`config.mk`:
```
export PLATFORM = sky130hd
export DESIGN_NAME = uart_rx_fsm
export DESIGN_NICKNAME = d
export VERILOG_FILES = /design/src/rtl/uart_pkg.sv /design/src/rtl/uart_sync2.sv /design/src/rtl/uart_rx_fsm.sv
export SDC_FILE = /design/constraint.sdc
export NUM_CORES = 1
export LEC_CHECK = 0
export ABC_AREA = 1
export CAP_MARGIN = 20
export CORE_AREA = 10 10 63 65
export DETAILED_ROUTE_END_ITERATION = 6
export DIE_AREA = 0 0 73 75
export PLACE_DENSITY_LB_ADDON = 0.2
export SLEW_MARGIN = 20
export SYNTH_ARGS = -nofsm -noshare
export SYNTH_HDL_FRONTEND = slang
export SYNTH_HIERARCHICAL = 1
export SYNTH_SLANG_ARGS = --single-unit
```
`constraint.sdc`:
```
create_clock -name clk -period 1.5 [get_ports clk]
set_input_delay 0.225 -clock clk [delete_from_list [all_inputs] [get_ports clk]]
set_output_delay 0.225 -clock clk [all_outputs]
set_load 0.01 [all_outputs]
```
`src/rtl/uart_pkg.sv`:
```
// Shared UART definitions: state encodings, default geometry and the even-parity helper.
// Used by both the receiver and the transmitter so encodings and parity rules cannot drift.
package uart_pkg;

    typedef enum logic [2:0] {
        ST_IDLE   = 3'd0,
        ST_START  = 3'd1,
        ST_DATA   = 3'd2,
        ST_PARITY = 3'd3,
        ST_STOP   = 3'd4
    } uart_state_t;

    localparam int DEF_DATA_BITS  = 8;
    localparam int DEF_OVERSAMPLE = 16;

    // Even parity bit for up to 32 data bits; callers zero-extend narrower words.
    function automatic logic even_parity(input logic [31:0] d);
        return ^d;
    endfunction

endpackage

```
`src/rtl/uart_sync2.sv`:
```
// Two-flop synchronizer for an asynchronous single-bit input.
// RESET_VAL sets both flops on reset (1 for an idle-high UART line).
module uart_sync2 #(
    parameter logic RESET_VAL = 1'b1
) (
    input  logic clk,
    input  logic rst,
    input  logic d,
    output logic q
);

    logic meta;

    always_ff @(posedge clk) begin
        if (rst) begin
            meta <= RESET_VAL;
            q    <= RESET_VAL;
        end else begin
            meta <= d;
            q    <= meta;
        end
    end

endmodule

```
`src/rtl/uart_rx_fsm.sv`:
```
// UART receiver: 16x oversampled, mid-bit sampling, start + DATA_BITS (LSB first) + stop.
// Build option UART_RX_PARITY_EN adds an even parity bit between data and stop.
//   state  | meaning
//   IDLE   | line idle, waiting for a low sample on a baud tick
//   START  | counting to mid start bit, rejecting glitches
//   DATA   | sampling one data bit per bit period
//   PARITY | sampling the parity bit (parity build only)
//   STOP   | sampling the stop bit, latching outputs, strobing rx_valid
module uart_rx_fsm
    import uart_pkg::*;
#(
    parameter int DATA_BITS  = DEF_DATA_BITS,
    parameter int OVERSAMPLE = DEF_OVERSAMPLE
) (
    input  logic                 clk,
    input  logic                 rst,
    input  logic                 baud_tick,
    input  logic                 rx,
    output logic [DATA_BITS-1:0] rx_data,
    output logic                 rx_valid,
    output logic                 rx_busy,
    output logic                 parity_err,
    output logic                 frame_err
);

    localparam int TW = $clog2(OVERSAMPLE);
    localparam int BW = (DATA_BITS > 1) ? $clog2(DATA_BITS) : 1;
    localparam logic [TW-1:0] T_MID  = TW'(OVERSAMPLE / 2 - 1);
    localparam logic [TW-1:0] T_LAST = TW'(OVERSAMPLE - 1);
    localparam logic [BW-1:0] B_LAST = BW'(DATA_BITS - 1);

    uart_state_t          state;
    logic [TW-1:0]        tcnt;
    logic [BW-1:0]        bcnt;
    logic [DATA_BITS-1:0] shreg;
    logic                 rx_s;
`ifdef UART_RX_PARITY_EN
    logic                 perr_q;
`endif

    uart_sync2 #(
        .RESET_VAL (1'b1)
    ) u_sync (
        .clk (clk),
        .rst (rst),
        .d   (rx),
        .q   (rx_s)
    );

    always_ff @(posedge clk) begin
        if (rst) begin
            state      <= ST_IDLE;
            tcnt       <= '0;
            bcnt       <= '0;
            shreg      <= '0;
            rx_data    <= '0;
            rx_valid   <= 1'b0;
            rx_busy    <= 1'b0;
            parity_err <= 1'b0;
            frame_err  <= 1'b0;
`ifdef UART_RX_PARITY_EN
            perr_q     <= 1'b0;
`endif
        end else begin
            rx_valid <= 1'b0;
            case (state)
                ST_IDLE: begin
                    if (baud_tick && !rx_s) begin
                        state   <= ST_START;
                        tcnt    <= '0;
                        bcnt    <= '0;
                        rx_busy <= 1'b1;
                    end
                end

                ST_START: begin
                    if (baud_tick) begin
                        if (tcnt == T_MID) begin
                            tcnt <= '0;
                            if (!rx_s) begin
                                state <= ST_DATA;
                            end else begin
                                state   <= ST_IDLE;
                                rx_busy <= 1'b0;
                            end
                        end else begin
                            tcnt <= tcnt + TW'(1);
                        end
                    end
                end

                ST_DATA: begin
                    if (baud_tick) begin
                        if (tcnt == T_LAST) begin
                            tcnt  <= '0;
                            shreg <= {rx_s, shreg[DATA_BITS-1:1]};
                            if (bcnt == B_LAST) begin
                                bcnt  <= '0;
`ifdef UART_RX_PARITY_EN
                                state <= ST_PARITY;
`else
                                state <= ST_STOP;
`endif
                            end else begin
                                bcnt <= bcnt + BW'(1);
                            end
                        end else begin
                            tcnt <= tcnt + TW'(1);
                        end
                    end
                end

`ifdef UART_RX_PARITY_EN
                ST_PARITY: begin
                    if (baud_tick) begin
                        if (tcnt == T_LAST) begin
                            tcnt   <= '0;
                            perr_q <= even_parity(32'(shreg)) ^ rx_s;
                            state  <= ST_STOP;
                        end else begin
                            tcnt <= tcnt + TW'(1);
                        end
                    end
                end
`endif

                // Leave at mid stop bit so a start edge right after the stop bit is not missed.
                ST_STOP: begin
                    if (baud_tick) begin
                        if (tcnt == T_LAST) begin
                            tcnt      <= '0;
                            rx_data   <= shreg;
                            frame_err <= ~rx_s;
`ifdef UART_RX_PARITY_EN
                            parity_err <= perr_q;
`else
                            parity_err <= 1'b0;
`endif
                            rx_valid  <= 1'b1;
                            rx_busy   <= 1'b0;
                            state     <= ST_IDLE;
                        end else begin
                            tcnt <= tcnt + TW'(1);
                        end
                    end
                end

                default: begin
                    state   <= ST_IDLE;
                    tcnt    <= '0;
                    bcnt    <= '0;
                    rx_busy <= 1'b0;
                end
            endcase
        end
    end

endmodule

```
==> summary.txt <==
Critical path
  – Critical Path Start: rx_data[1]
  – Worst setup SP type: flop
  – Worst reg2reg startpoint: tcnt[0]
  – R2R depth: 6
  – Top cell family by delay on the critical path: buffers and inverters
  – Worst-path cell chain: clkdlybuf4s50_1
  – Class of the most critical setup path: flop to primary output
  – WP buf/inv: 1
  – Critical path fanouts, max: 2
  – CP max stage delay: around 540 ps
  – Worst setup EP type: primary output
  – Worst EP arrival: roughly 1200 ps
  – Critical-path top delay cell: clkdlybuf4s50_1
  – Critical Path RT: roughly 1300 ps
  – CP Depth: 1

Final layout
  – Final instance area: 1780 um2
  – Fraction of layout cells with a size suffix above 1: 0.178
  – Diodes inserted: 0
  – Layout area overhead: 20.2%
  – Fill count: 240
  – Nets: 243

Global route
  – Total track usage: 0.133
  – Vias in the first global route: roughly 1.4k
  – Largest net degree at the start of global routing: 24
  – Grt ovf: 0
  – Initial antenna violation count: 0
  – First-pass GRT wire length: 5950 um

Yosys
  – Largest family of logic cells by synthesized area: simple AND/OR/NAND/NOR gates
  – Mapped Cells: about 210
  – Most frequent cell after synthesis: nor2_1
  – Unique masters post-synth: 27
  – Primary FF master, synth: dfxtp_1
  – Fraction of the mapped netlist area in adder cells: 0.0253
  – Syn Nets: approximately 220
  – Syn Area/Cell: between 6 and 7 um2
  – Top cell type by total area after synthesis: dfxtp_1
  – Post-Synth Simple-Gate Area: 0.369
  – Seq/Total Area, Yosys: 0.419
  – Synth Warn #: 6
  – Number of synthesized flops with an enable pin: 0
  – Mux contribution to synthesized area: 0
  – Synth area leaders: dfxtp_1 42%, nor2_1 13%, nand2_1 12%
  – Yosys reg bits: 31
  – Most frequent cells after synthesis: 50 x nor2_1, 47 x nand2_1, 31 x dfxtp_1, 17 x inv_1, 16 x o21ai_0
  – Post-synthesis compound-gate area fraction: 0.105
  – Synth top area share: 0.419
  – Post-Synth XOR/XNOR Area: 0
  – Fraction of registers with async set/reset: 0
  – Post-synthesis instance area: 1480 um2

Routing
  – Wire length per cell: around 12 um
  – Post-route ant nets: 0
  – DRT iter0 DRCs: 58
  – Final WL: approximately 3300 um
  – Post-route DRC violation count: 0
  – First-pass DRT Iterations: 4
  – Met2 Wirelength: 1660 um
  – Vias per std cell: 5.17
  – Uppermost layer routed: met4
  – Post-Route M1 WL: between 1000 and 1500 um
  – Via Count: 1380
  – Met3 WL post-DR: 168 um

Floorplan
  – Die H: 75 um
  – Die area: 5480 um2
  – Die Span X: 73 um
  – FP Rows: 19
  – Initial Util: 0.547
  – Io pins: 16
  – Core Footprint: 2710 um2

CTS
  – Clk slew on worst S/H paths: approximately 90 ps
  – CTS Buf Count: 5
  – Max H-tree Level: 2
  – Skew-Pair Late Insertion Delay: 320 ps
  – TritonCTS clock tree: built
  – Clock Tree Buf Depth: 2
  – Num Clock Sinks: 31
  – Root Driver: clkbuf_4

Run
  – Max_cap viols: 0

Pwr
  – Leakage: about 0.87 nW
  – Maximum VDD drop: 0.855 mV
  – Pwr/cell area: 1270 nW/um2

Timing
  – Peak Freq: 696 MHz
  – Max Clock Skew: approximately 12 ps
  – Clock period minus worst slack: about 1400 ps
  – RSZ-0062 raised after global routing: no
  – Final worst-path cycle share: 0.957
  – Slew margin rel.: 0.604
  – Hold Violations, Final: 0
  – Final slew viol count: 0
  – Final setup fails: 0
  – Worst-Margin Slew: roughly 590 ps
  – Final hold slack: 411 ps

Min path
  – Hold Crit Start: u_sync/meta
  – Hold Crit Depth: 2
  – Hold Path Class: flop to flop

Place
  – Placed cell area: 1670 um2
  – Gp weighted congestion: slightly below 1
  – Final HPWL DP: between 2000 and 2500 um
  – Number of port buffers: 14

Outcome
  – Outcome: complete, no violations
sequential cells by signal, indices dropped and copies added, names as in the netlist:
signal	flops
rx_data	8
shreg	8
tcnt	4
bcnt	3
state	3
frame_err	1
rx_busy	1
rx_valid	1
u_sync/meta	1
u_sync/q	1
final timing paths:
path                              endpoint  slack [ps]
worst max-delay path            rx_data[1]          60
worst min-delay path              u_sync/q         410
worst max register to register  rx_data[5]         130
worst min register to register    u_sync/q         410
per-layer routing:
metal | up-vias | global-route usage
li1 | 718 | -
met1 | 627 | 0.138
met2 | 28 | 0.246
met3 | 7 | 0.0447
met4 | 0 | 0.0443
met5 | - | 0
cells by family after synthesis:
kind of cell             count (synthesis)
flip-flops                              31
other                                    1
AND/OR/NAND/NOR                        124
AO/OA/AOI/OAI                           29
buffers and inverters                   26
adder cells (fa/ha/maj)                  3
per-stage QoR:
| step | total power [mW] | instances | setup WS, ps | utilization | TNS, ps |
|---|---|---|---|---|---|
| after floorplan | 1.55 | 214 | 164 | - | 0 |
| after global placement | 1.72 | 260 | -19.2 | 0.617 | -61.6 |
| after detailed placement | 1.75 | 260 | -67.1 | 0.617 | -659 |
| after CTS | 2.25 | 267 | 4.23 | 0.639 | 0 |
| after global routing | 2.46 | 267 | 1.00 | 0.657 | 0 |
| final | 2.27 | 267 | 63.8 | 0.657 | 0 |
power by group:
group	leakage [nW]	internal, mW	switching (mW)
Combinational	0.584	0.293	0.529
Clock	0.0341	0.217	0.265
Sequential	0.253	0.893	0.0745
Total	0.871	1.40	0.869
layout make-up:
cell class,instances,area (um2),area share
Multi-Input combinational cell,157,788,0.442
Tap cell,31,38.8,0.0218
Sequential cell,31,626,0.351
Clock inverter,1,5.00,0.00281
Clock buffer,6,51.3,0.0288
Inverter,22,92.6,0.0520
Timing Repair Buffer,19,180,0.101
tightest hold or removal path, delay by kind of cell (launching register included):
kind | cells | cell delay [ps]
DFF | 1 | 320
buffers and inverters | 1 | 30
and+or+nand+nor | 1 | 40
placed cells by master (no fill, tap or decap), types with 3 or more instances in the layout:
cell type,Yosys,routed
clkbuf_4,0,5
a21oi_1,9,8
dfxtp_2,0,4
inv_2,3,4
dfxtp_1,31,27
buf_4,3,5
clkdlybuf4s50_1,0,13
nor2_1,50,48
nor2_2,2,3
nand2_1,47,47
nand3_2,3,3
inv_1,17,16
nand2_2,5,5
o21ai_0,16,16
nand3_1,10,9
repair_timing:
action                     in CTS  in global routing
resized for setup               1                 14
buffers inserted                0                  0
pin swaps                       0                  1
hold buffers                    0                  0
setup endpoints to repair       4                 22
No activity file was read; power rests on OpenSTA's default activity.
==> variant (config.mk and constraints unchanged) <==
Build with the macro `UART_RX_PARITY_EN` defined.
--- a/src/rtl/uart_rx_fsm.sv
+++ b/src/rtl/uart_rx_fsm.sv
@@ -7,4 +7,6 @@
 //   PARITY | sampling the parity bit (parity build only)
 //   STOP   | sampling the stop bit, latching outputs, strobing rx_valid
+`define UART_RX_PARITY_EN
+
 module uart_rx_fsm
     import uart_pkg::*;
Check against the original RTL: same outputs for any inputs over 10 cycles, from zero or initial values and one cycle with rst high; that may be too few to reach the edited logic, so the function may still have changed.
==> variant against the unedited design <==
- sequential power up 14%
- sequential cell count up 2
- hold slack gained 5.3 ps
- final cell count grew 21%
- setup slack worse by 24 ps
- design area up 22%
- synthesized cell count up 18%
- power up 28%
- synthesized area rose by 13%
- routed wire length grew 22%
==> variant: results (changes against the unedited design) <==
Place:
- The placer congestion estimate was 0.934 (was 0.980).
- The number of cells after detailed placement is 306 (was 260).
- The worst slack at placement is -148 ps (was -67.1 ps).
- The placed wire-length estimate came to 2.53 mm (was 2.47 mm).

Setup path:
- The worst-case register-to-register setup slack came to 80 ps (was 130 ps).
- The endpoint of the worst register-to-register path is rx_data[2] (was rx_data[5]).
- The launching point of the worst reg2reg path is tcnt[1] (was tcnt[0]).
- The depth of the worst register-to-register path came to 8 (was 6).
- The worst setup path endpoint was rx_busy (was rx_data[1]).

Routing:
- The detailed-routing iteration count for the pre-antenna-repair pass came to 6 (was 4).
- The iteration-0 DRC count of the detailed router was 155 (was 58).
- The met2 routed wirelength is 1.84 mm (was 1.66 mm).
- The total length of routed met3 wires is 288 um (was 168 um).
- The wire length per cell after detailed routing was 12.4 um (was 12.2 um).

Pwr:
- The leakage power figure is 1.10 nW (was 0.871 nW).

STA:
- The transition time at the pin with the least slew margin is 670 ps (was 594 ps).
- The worst setup margin is 39.4 ps (was 63.8 ps).
- The post-route clock skew is 6.81 ps (was 11.6 ps).

Global route:
- The number of global-route vias before repair is 1549 (was 1382).
- The aggregate global-route resource usage is 14.5% (was 13.3%).
- The first-pass GRT wire length came to 6.42 mm (was 5.95 mm).
- The pin count of the biggest net entering global routing came to 26 (was 24).

Final layout:
- The final layout net count is 297 (was 243).
- The number of fillers in the final layout came to 188 (was 240).
- The filler-free cell count of the finished design came to 322 (was 267).

Clocking:
- The clock transition at the registers of the reported paths is 110 ps (was 90 ps).
- The clock insertion delay at the later pin of the skew report was 350 ps (was 320 ps).

Yosys:
- The share of the yosys chip area belonging to registers is 39.4% (was 41.9%).
- The number of distinct library cells after synthesis is 25 (was 27).
- The synthesized net count is 260 (was 221).
- Leading cell types by total area after synthesis: sky130_fd_sc_hd__dfxtp_1, sky130_fd_sc_hd__nand2_1, sky130_fd_sc_hd__a21oi_1, sky130_fd_sc_hd__inv_1, sky130_fd_sc_hd__nor2_1 (was sky130_fd_sc_hd__dfxtp_1, sky130_fd_sc_hd__nor2_1, sky130_fd_sc_hd__nand2_1, sky130_fd_sc_hd__o21ai_0, sky130_fd_sc_hd__inv_1).
- Commonest cells in the netlist: sky130_fd_sc_hd__nand2_1, sky130_fd_sc_hd__dfxtp_1, sky130_fd_sc_hd__inv_1, sky130_fd_sc_hd__nor2_1, sky130_fd_sc_hd__a21oi_1 (was sky130_fd_sc_hd__nor2_1, sky130_fd_sc_hd__nand2_1, sky130_fd_sc_hd__dfxtp_1).
- The average cell area after synthesis came to 6.63 um^2 (was 6.93 um^2).

Hold path:
- The path category of the worst min-delay check is primary input to flip-flop (was flip-flop to flip-flop).
- The cell count of the worst hold path is 3 (was 2).

Run status:
- Run status: completed (unchanged).
==> variant: area by class of cell <==
class                      count  area, um^2  area share, %
multi-input combinational    181         942           43.3
sequential                    33         668           30.7
timing repair buffer          35         344           15.8
clock buffer                   5        37.5           1.72
clock inverter                 3        17.5          0.804
inverter                      34         130           5.97
tap                           31        38.8           1.78
==> variant: worst min-delay path, cell delays in order <==
cell,delay [ps]
sky130_fd_sc_hd__clkdlybuf4s50_1,400
sky130_fd_sc_hd__inv_1,50
sky130_fd_sc_hd__nand2_1,50
==> variant: layer usage <==
metal | up-vias | GRT usage, %
met5 | - | 0
met4 | 0 | 5.70
met3 | 8 | 5.65
met2 | 59 | 23.8
met1 | 743 | 16.7
li1 | 880 | -
==> variant: worst min path at each step <==
stage | startpoint | end | slack, ps
after global placement | u_sync/meta | u_sync/q | 380
after detailed placement | u_sync/meta | u_sync/q | 410
after CTS | rx | u_sync/meta | 410
final | rx | u_sync/meta | 420
after floorplan | rst | state[0] | 290
after global routing | rx | u_sync/meta | 430
==> variant: timing repair <==
item,CTS,global route
pin swaps,1,11
gates resized for setup,11,28
endpoints found under the hold margin,0,0
gates cloned,0,1
endpoints found under the setup margin,26,36
setup buffers,0,9
==> variant: logic make-up after synthesis <==
family / after synthesis / synth area share (%)
AOI/OAI and AO/OA: 49 / 15.1
xor gates and xnor gates: 1 / 0.522
adders and majority gates: 3 / 2.24
buffers and inverters: 39 / 9.33
DFF: 33 / 39.4
and+or+nand+nor: 128 / 33.4
==> variant: where the power goes <==
group	switching, mW	internal (mW)	total [mW]
combinational	0.793	0.533	1.33
sequential	0.120	0.977	1.10
clock	0.318	0.176	0.494
total	1.23	1.69	2.92
